`config.mk`:
```
export PLATFORM = sky130hd
export DESIGN_NAME = seq_pattern_detector
export DESIGN_NICKNAME = d
export VERILOG_FILES = /design/src/rtl/seq_pattern_detector.sv
export SDC_FILE = /design/constraint.sdc
export NUM_CORES = 1
export LEC_CHECK = 0
export BUFFER_PORTS_ARGS = -buffer_cell sky130_fd_sc_hd__buf_2
export CORE_MARGIN = 4
export CORE_UTILIZATION = 40
export DETAILED_ROUTE_END_ITERATION = 10
export GPL_ROUTABILITY_DRIVEN = 0
export PLACE_DENSITY_LB_ADDON = 0.15
export SETUP_SLACK_MARGIN = 0.1
export SLEW_MARGIN = 20
export SYNTH_ARGS = -nofsm -noshare
export SYNTH_HDL_FRONTEND = slang
export SYNTH_SLANG_ARGS = --single-unit
export TNS_END_PERCENT = 30
```
`constraint.sdc`:
```
create_clock -name clock -period 1.7 [get_ports clock]
set_input_delay 0.085 -clock clock [delete_from_list [all_inputs] [get_ports clock]]
set_output_delay 0.085 -clock clock [all_outputs]
set_load 0.005 [all_outputs]
```
`src/rtl/seq_pattern_detector.sv`:
```
// Serial pattern detector: finds a programmable PAT_W-bit pattern in a qualified
// bit stream, then emits a fixed-length pulse followed by a holdoff window.
module seq_pattern_detector #(
  parameter int unsigned      PAT_W     = 2,
  parameter logic [PAT_W-1:0] PATTERN   = 2'b01,
  parameter int unsigned      PULSE_LEN = 2,
  parameter int unsigned      HOLDOFF   = 2,
  parameter int unsigned      CNT_W     = 8
) (
  input  logic             clock,
  input  logic             reset,
  input  logic             x_in,
  input  logic             in_valid,
  input  logic             overlap,
  output logic             y_out,
  output logic             busy,
  output logic [CNT_W-1:0] match_count
);

  localparam int unsigned HIST_W  = (PAT_W > 1) ? PAT_W - 1 : 1;
  localparam int unsigned CAT_W   = HIST_W + 1;
  localparam int unsigned FILL_W  = $clog2(PAT_W) + 1;
  localparam int unsigned T_MAX   = (PULSE_LEN > HOLDOFF) ? PULSE_LEN : HOLDOFF;
  localparam int unsigned T_MAX1  = (T_MAX > 1) ? T_MAX : 1;
  localparam int unsigned TIMER_W = $clog2(T_MAX1) + 1;

  localparam logic [FILL_W-1:0]  FILL_FULL = FILL_W'(PAT_W - 1);
  localparam logic [TIMER_W-1:0] PULSE_T0  = TIMER_W'(PULSE_LEN - 1);
  localparam logic [TIMER_W-1:0] HOLD_T0   = TIMER_W'((HOLDOFF > 0) ? HOLDOFF - 1 : 0);
  // For PAT_W=1 the history bit is unused and is masked out of the compare.
  localparam logic [CAT_W-1:0]   CMP_MASK  = (PAT_W == 1) ? CAT_W'(1) : {CAT_W{1'b1}};
  localparam logic [CAT_W-1:0]   PAT_EXT   = CAT_W'(PATTERN);

  typedef enum logic [1:0] {
    S_SEARCH = 2'd0,
    S_PULSE  = 2'd1,
    S_HOLD   = 2'd2
  } state_e;

  state_e             state_q, state_d;
  logic [HIST_W-1:0]  hist_q, hist_d;
  logic [FILL_W-1:0]  fill_q, fill_d;
  logic [TIMER_W-1:0] timer_q, timer_d;
  logic [CNT_W-1:0]   count_q, count_d;
  logic               y_q, y_d;
  logic               busy_q, busy_d;

  logic [CAT_W-1:0]   cat_s;
  logic [HIST_W-1:0]  hist_shift_s;
  logic [FILL_W-1:0]  fill_inc_s;
  logic [CNT_W-1:0]   count_inc_s;
  logic               match_s;

  assign cat_s        = {hist_q, x_in};
  assign hist_shift_s = cat_s[HIST_W-1:0];
  assign fill_inc_s   = (fill_q == FILL_FULL) ? fill_q : fill_q + FILL_W'(1);
  assign count_inc_s  = (&count_q) ? count_q : count_q + CNT_W'(1);
  assign match_s      = (fill_q == FILL_FULL) && ((cat_s & CMP_MASK) == PAT_EXT);

  // State and datapath registers
  always_ff @(posedge clock) begin
    if (reset) begin
      state_q <= S_SEARCH;
      hist_q  <= {HIST_W{1'b0}};
      fill_q  <= {FILL_W{1'b0}};
      timer_q <= {TIMER_W{1'b0}};
      count_q <= {CNT_W{1'b0}};
      y_q     <= 1'b0;
      busy_q  <= 1'b0;
    end else begin
      state_q <= state_d;
      hist_q  <= hist_d;
      fill_q  <= fill_d;
      timer_q <= timer_d;
      count_q <= count_d;
      y_q     <= y_d;
      busy_q  <= busy_d;
    end
  end

  // Next-state logic
  always_comb begin
    state_d = state_q;
    hist_d  = hist_q;
    fill_d  = fill_q;
    timer_d = timer_q;
    count_d = count_q;
    case (state_q)
      S_SEARCH: begin
        if (in_valid && match_s) begin
          state_d = S_PULSE;
          timer_d = PULSE_T0;
          count_d = count_inc_s;
          if (overlap) begin
            hist_d = hist_shift_s;
            fill_d = fill_inc_s;
          end else begin
            fill_d = {FILL_W{1'b0}};
          end
        end else if (in_valid) begin
          hist_d = hist_shift_s;
          fill_d = fill_inc_s;
        end else begin
          hist_d = hist_q;
        end
      end
      S_PULSE, S_HOLD: begin
        if (timer_q != {TIMER_W{1'b0}}) begin
          timer_d = timer_q - TIMER_W'(1);
        end else if ((state_q == S_PULSE) && (HOLDOFF > 0)) begin
          state_d = S_HOLD;
          timer_d = HOLD_T0;
        end else begin
          state_d = S_SEARCH;
          timer_d = {TIMER_W{1'b0}};
        end
        // In overlap mode bits keep flowing into history while busy, never matching.
        if (in_valid && overlap) begin
          hist_d = hist_shift_s;
          fill_d = fill_inc_s;
        end else begin
          fill_d = fill_q;
        end
      end
      default: begin
        state_d = S_SEARCH;
        timer_d = {TIMER_W{1'b0}};
      end
    endcase
  end

  // Output decode of the upcoming state, registered alongside it
  always_comb begin
    y_d    = (state_d == S_PULSE);
    busy_d = (state_d != S_SEARCH);
  end

  assign y_out       = y_q;
  assign busy        = busy_q;
  assign match_count = count_q;

endmodule
```
# --- Word-level counts from Yosys, hierarchy flattened ---
# Index checks and enable logic that the tools add are counted.
totals:
  word_cells: 51
  register_bits: 17
  in_bits: 5
  out_inout_bits: 10
classes:
  mux: 19
  eq_ne: 9
  n_reduce_logical: 12
  bitwise_logic: 1
  add_sub_neg: 3
op_table:
  columns: ["cell", "n"]
  rows:
  - ["$mux W2", 10]
  - ["$pmux W2 S2", 3]
  - ["$add A8 B1 Y8 const B", 1]
  - ["$eq A2 B1 Y1 const B", 4]
  - ["$reduce_and A8 Y1", 1]
  - ["$ne A3 B3 Y1 const B", 2]
  - ["$reduce_and A3 Y1", 2]
  - ["$reduce_bool A2 Y1", 3]
  - ["$mux W1", 5]
  - ["$ne A2 B2 Y1 const B", 2]
  - ["$reduce_and A4 Y1", 1]
  - ["$logic_and A1 B1 Y1", 3]
  - ["$add A2 B1 Y2 const B", 1]
  - ["$eq A2 B2 Y1 const B", 1]
  - ["$logic_not A2 Y1", 1]
  - ["$pmux W1 S2", 1]
  - ["$reduce_or A2 Y1", 1]
  - ["$sub A2 B1 Y2 const B", 1]
  - ["$not A1 Y1", 1]

# --- Depth between registers and ports, before layout ---
depth:
  ltp_word: 6
  depth_mapped: 7
  depth_no_buf: 6

# --- Worst setup path before layout ---
# Ideal clock, no wire load.
synth_timing:
  kind: "register -> register"
  from: "register state_q[1]"
  to: "register count_q[0], in the netlist match_count[0]"
  required_time_ps: 1579
  path_stages_with_launch: 8
  synth_period_minus_slack_ps: 1596
  n_path_buf: 1
  setup_ps: 121
  path_slack_ps: 104
  arrival_ps: 1474
  path_cell_list: "dfxtp_1 > inv_1 > ha_1 > buf_4 > and4bb_4 > nand2_2 > a21oi_2 > mux2_4"
synth_via:
  elab_chain_cells: 2
synth_lines:
  columns: ["element", "line_no", "source"]
  rows:
  - ["start, declared", "40", "state_e state_q, state_d;"]
  - ["start signal, assigned", "71", "state_q <= state_d;"]
  - ["$logic_not A2 Y1", "88", "case (state_q)"]
  - ["$reduce_and A3 Y1 (no line)", null, null]
  - ["end signal, assigned", "67", "count_q <= {CNT_W{1'b0}};"]
  - ["end signal, assigned", "75", "count_q <= count_d;"]
  - ["end, declared", "44", "logic [CNT_W-1:0] count_q, count_d;"]
# Every way passes these cells.
# A chain may end at the register's enable or synchronous reset.

# --- Final worst setup path ---
# Ends and elaborated chain as after synthesis.

==> run summary <==
The remaining design rule violation count came out at 0. The port buffer count came out at 14. The most repeated cell in the gate-level netlist after synthesis is sky130_fd_sc_hd__dfxtp_1. In this run the clock root is driven by a sky130_fd_sc_hd__clkbuf_4. The combinational family with the most area after synthesis is simple AND/OR/NAND/NOR gates. The post-synthesis cell type count is 45. The effective utilization at floorplan is 42.7%. The signal on the critical path passes through inv_1 > ha_4 > and4bb_4 > nand2_2 > a21oi_2 > mux2_4. Relative to the synthesized area, the layout overhead comes to 19.8%. The number of failing hold endpoints at the final stage is 0. The number of nets in the final layout is 135. STA classifies the critical path endpoint as a register. The mux share of post-synthesis cell area came out at 4.72%. The post-detailed-route count of antenna-violating nets is 0.

The final hold slack came out at 103 ps. The full die area came out at 3230 µm². The largest fanout of any net on the critical path came out at 4.

The mean cell area of the mapped netlist came out at 9.17 µm². The sum of buffers and inverters on the critical path is 1. The final global-route overflow total is 0. The maximum clock rate came out at 0.650 GHz. The clock skew after layout came out at 2.97 ps. The flop-to-flop setup slack came out at 160 ps.

Setup repair after global routing could not meet its margin everywhere. The commonest cells after synthesis are 17 x sky130_fd_sc_hd__dfxtp_1, 9 x sky130_fd_sc_hd__nand2_1, 7 x sky130_fd_sc_hd__nor2_1. After floorplanning, the core was sized to cover 2230 µm².

The die span in x came out at 56.8 µm. The post-CTS clock slew at the launch and capture registers of the worst setup and hold paths came out at 100 ps. The number of antenna repair diodes is 0. Sequential elements use 35.7% of the synthesized area. The number of buffers inserted for hold repair after clock tree synthesis is 0.

The number of antenna violations at the first check in global routing is 0. The clock net in this run drives a total of 17 sinks. In this run the number of H-tree levels came out at 1. The die boundary height is 56.8 µm. The yosys synthesis warning count is 0.

TritonCTS built the clock tree. The minimum period implied by the final worst setup slack came out at 1540 ps. The first-iteration detailed-routing DRC count is 8.

The xor/xnor share of the synthesized area is 0%. The I/O pin count came out at 15. The path class of the tightest hold or removal check is in2reg. The TritonCTS buffer count came out at 3. The number of placement rows came out at 17.

Dividing the detail-routed wire length by the instance count gives 13.5 µm. The leakage power came out at 0.493 nW. The area of the multi-input gates is 613 µm². The setup path with the least slack is of type reg2reg. Broken down by cell family, the worst path's largest delay share belongs to simple AND/OR/NAND/NOR gates. The post-synth design cell area came out at 953 µm². The number of search-and-repair iterations in the first detailed-routing pass came out at 4.

In the synthesized netlist the dominant register cell turns out to be sky130_fd_sc_hd__dfxtp_1. The total count of max-transition violations in the final report is 0. The category of the worst setup path launch point is a register. At the later pin of the worst-skew pair, clock insertion delay measures 300 ps.

The data required time of the critical path came out at 1900 ps. For this design, the slowest cell found on the critical path is sky130_fd_sc_hd__dfxtp_1. The proportion of register bits with asynchronous set or reset after synthesis is 0%.

The total track usage is 13.9%. The complex-gate fraction of the synthesized area is 16.4%. Counting the fill cells in the layout gives 227. The power density of the placed cells is 645 nW/µm². The setup total negative slack came out at 0 ps.

The tool flagged a number of max-cap violations equal to 0. The register area came out at 340 µm². Yosys attributes the largest share of cell area to sky130_fd_sc_hd__dfxtp_1 36%, sky130_fd_sc_hd__ha_1 5.2%, sky130_fd_sc_hd__nand2_1 3.5%. The pin count of the biggest net entering global routing is 14. The count of flip-flops with a built-in enable after synthesis is 0. Of the cells placed in the final design, the portion with a size suffix greater than 1 is 32.0%. The worst stage delay on the critical path came out at 320 ps.

The biggest area contributor in the post-synthesis netlist is sky130_fd_sc_hd__dfxtp_1. The share of synthesized cell area in full adder, half adder and majority cells came out at 5.25%. In the routed layout, each cell is associated on average with a via count of 5.54. The post-detailed-routing wire length came out at 2060 µm.

The via count of the first global-routing pass came out at 805. Setup violations remaining at the end of the flow were counted as 0. The worst-case IR drop observed on VDD is 383 µV.

The overall via count from detail_route came out at 848. After Yosys synthesis, and, or, nand and nor cells account for 34.6% of the synthesized area. The cell count after synthesis came out at 104. At the worst endpoint, the arrival time is 1740 ps. The share of Yosys cell area claimed by the top area cell type came out at 35.7%.

The detailed-placement wirelength estimate is 1570 µm. The register bit count reported by yosys is 17. The first-pass GRT wire length came out at 3530 µm.

The final cycle utilization of the critical path came out at 90.4%. The relative slew slack came out at 75.5%. The deepest clock path buffer count came out at 2.

The flow ran to the end, and the final reports show no timing, DRC or antenna violations. Counting every net in the synthesized netlist gives 113. The slew of the pin with the lowest slew margin came out at 366 ps.
==> layer usage <==
metal  GRT usage (%)  up-vias  routed length, µm  part of all wire (%)
li1                -      433                  -                     -
met5               0        -                  0                     0
met2            22.1       13                963                    47
met1            17.4      397                968                    47
met4            3.97        0                 29                   1.4
met3            5.29        5                 99                   4.8
==> tightest hold or removal path: stages <==
cell                       delay (ps)
sky130_fd_sc_hd__buf_2            140
sky130_fd_sc_hd__o211ai_1          80
sky130_fd_sc_hd__a21oi_1           60
==> layout make-up <==
type | count | share of cell area [%]
Sequential cell | 17 | 29.8
Tap cell | 28 | 3.07
Timing Repair Buffer | 19 | 9.42
Clock buffer | 3 | 1.97
Multi-Input combinational cell | 80 | 53.7
Clock inverter | 1 | 0.438
Inverter | 5 | 1.64
==> placed cells by master (no fill, tap or decap), drive strengths merged, types with 2 or more instances in the layout <==
master	instances
a21oi	4
a31oi	4
and2	2
and3	2
and4bb	2
buf	19
clkbuf	3
dfxtp	17
ha	4
inv	5
mux2i	3
nand2	10
nand3	7
nand4	4
nor2	7
nor3	5
nor4	4
o211a	2
o21a	2
o21ai	3
==> cell families (layout without fill, tap and decap cells) <==
logic type | after synthesis | count (layout)
mux | 4 | 4
compound gates | 22 | 22
fa+ha+maj | 4 | 4
simple gates | 50 | 50
flops | 17 | 17
buf+inv | 7 | 28
==> report_power, final <==
group / internal (mW) / switching, mW
logic: 0.0441 / 0.0512
registers: 0.408 / 0.00756
clock network: 0.0879 / 0.138
==> worst paths after layout <==
path	start	end	cells past startpoint
setup / recovery	state_q[1]	match_count[0]	6
hold / removal	x_in	hist_q	3
setup reg to reg	state_q[1]	match_count[0]	6
hold reg to reg	timer_q[1]	timer_q[1]	2
==> registers in the layout, indices dropped and copies added (netlist names) <==
name and cells:
fill_q 2, hist_q 1, timer_q 2, y_out 1
match_count 8, state_q 2, busy 1
==> per-stage QoR <==
| step | setup slack (ps) | instance area (µm²) | util, % | total power [mW] | std cells |
|---|---|---|---|---|---|
| 6_report | 163 | 1140 | 51.1 | 0.737 | 153 |
| 5_1_grt | 83.3 | 1140 | 51.1 | 0.774 | 153 |
| 4_1_cts | 79.3 | 1110 | 49.8 | 0.744 | 153 |
| 3_5_place_dp | 85.8 | 1080 | 48.5 | 0.513 | 149 |
| 3_3_place_gp | 86.1 | 1080 | 48.5 | 0.512 | 149 |
| 2_1_floorplan | 104 | 953 | - | 0.485 | 104 |
==> what timing repair did <==
item | in CTS | in global routing
setup endpoints to repair | 2 | 7
setup buffers | 0 | 0
resized for setup | 1 | 5
(Power assumes the default switching activity.)
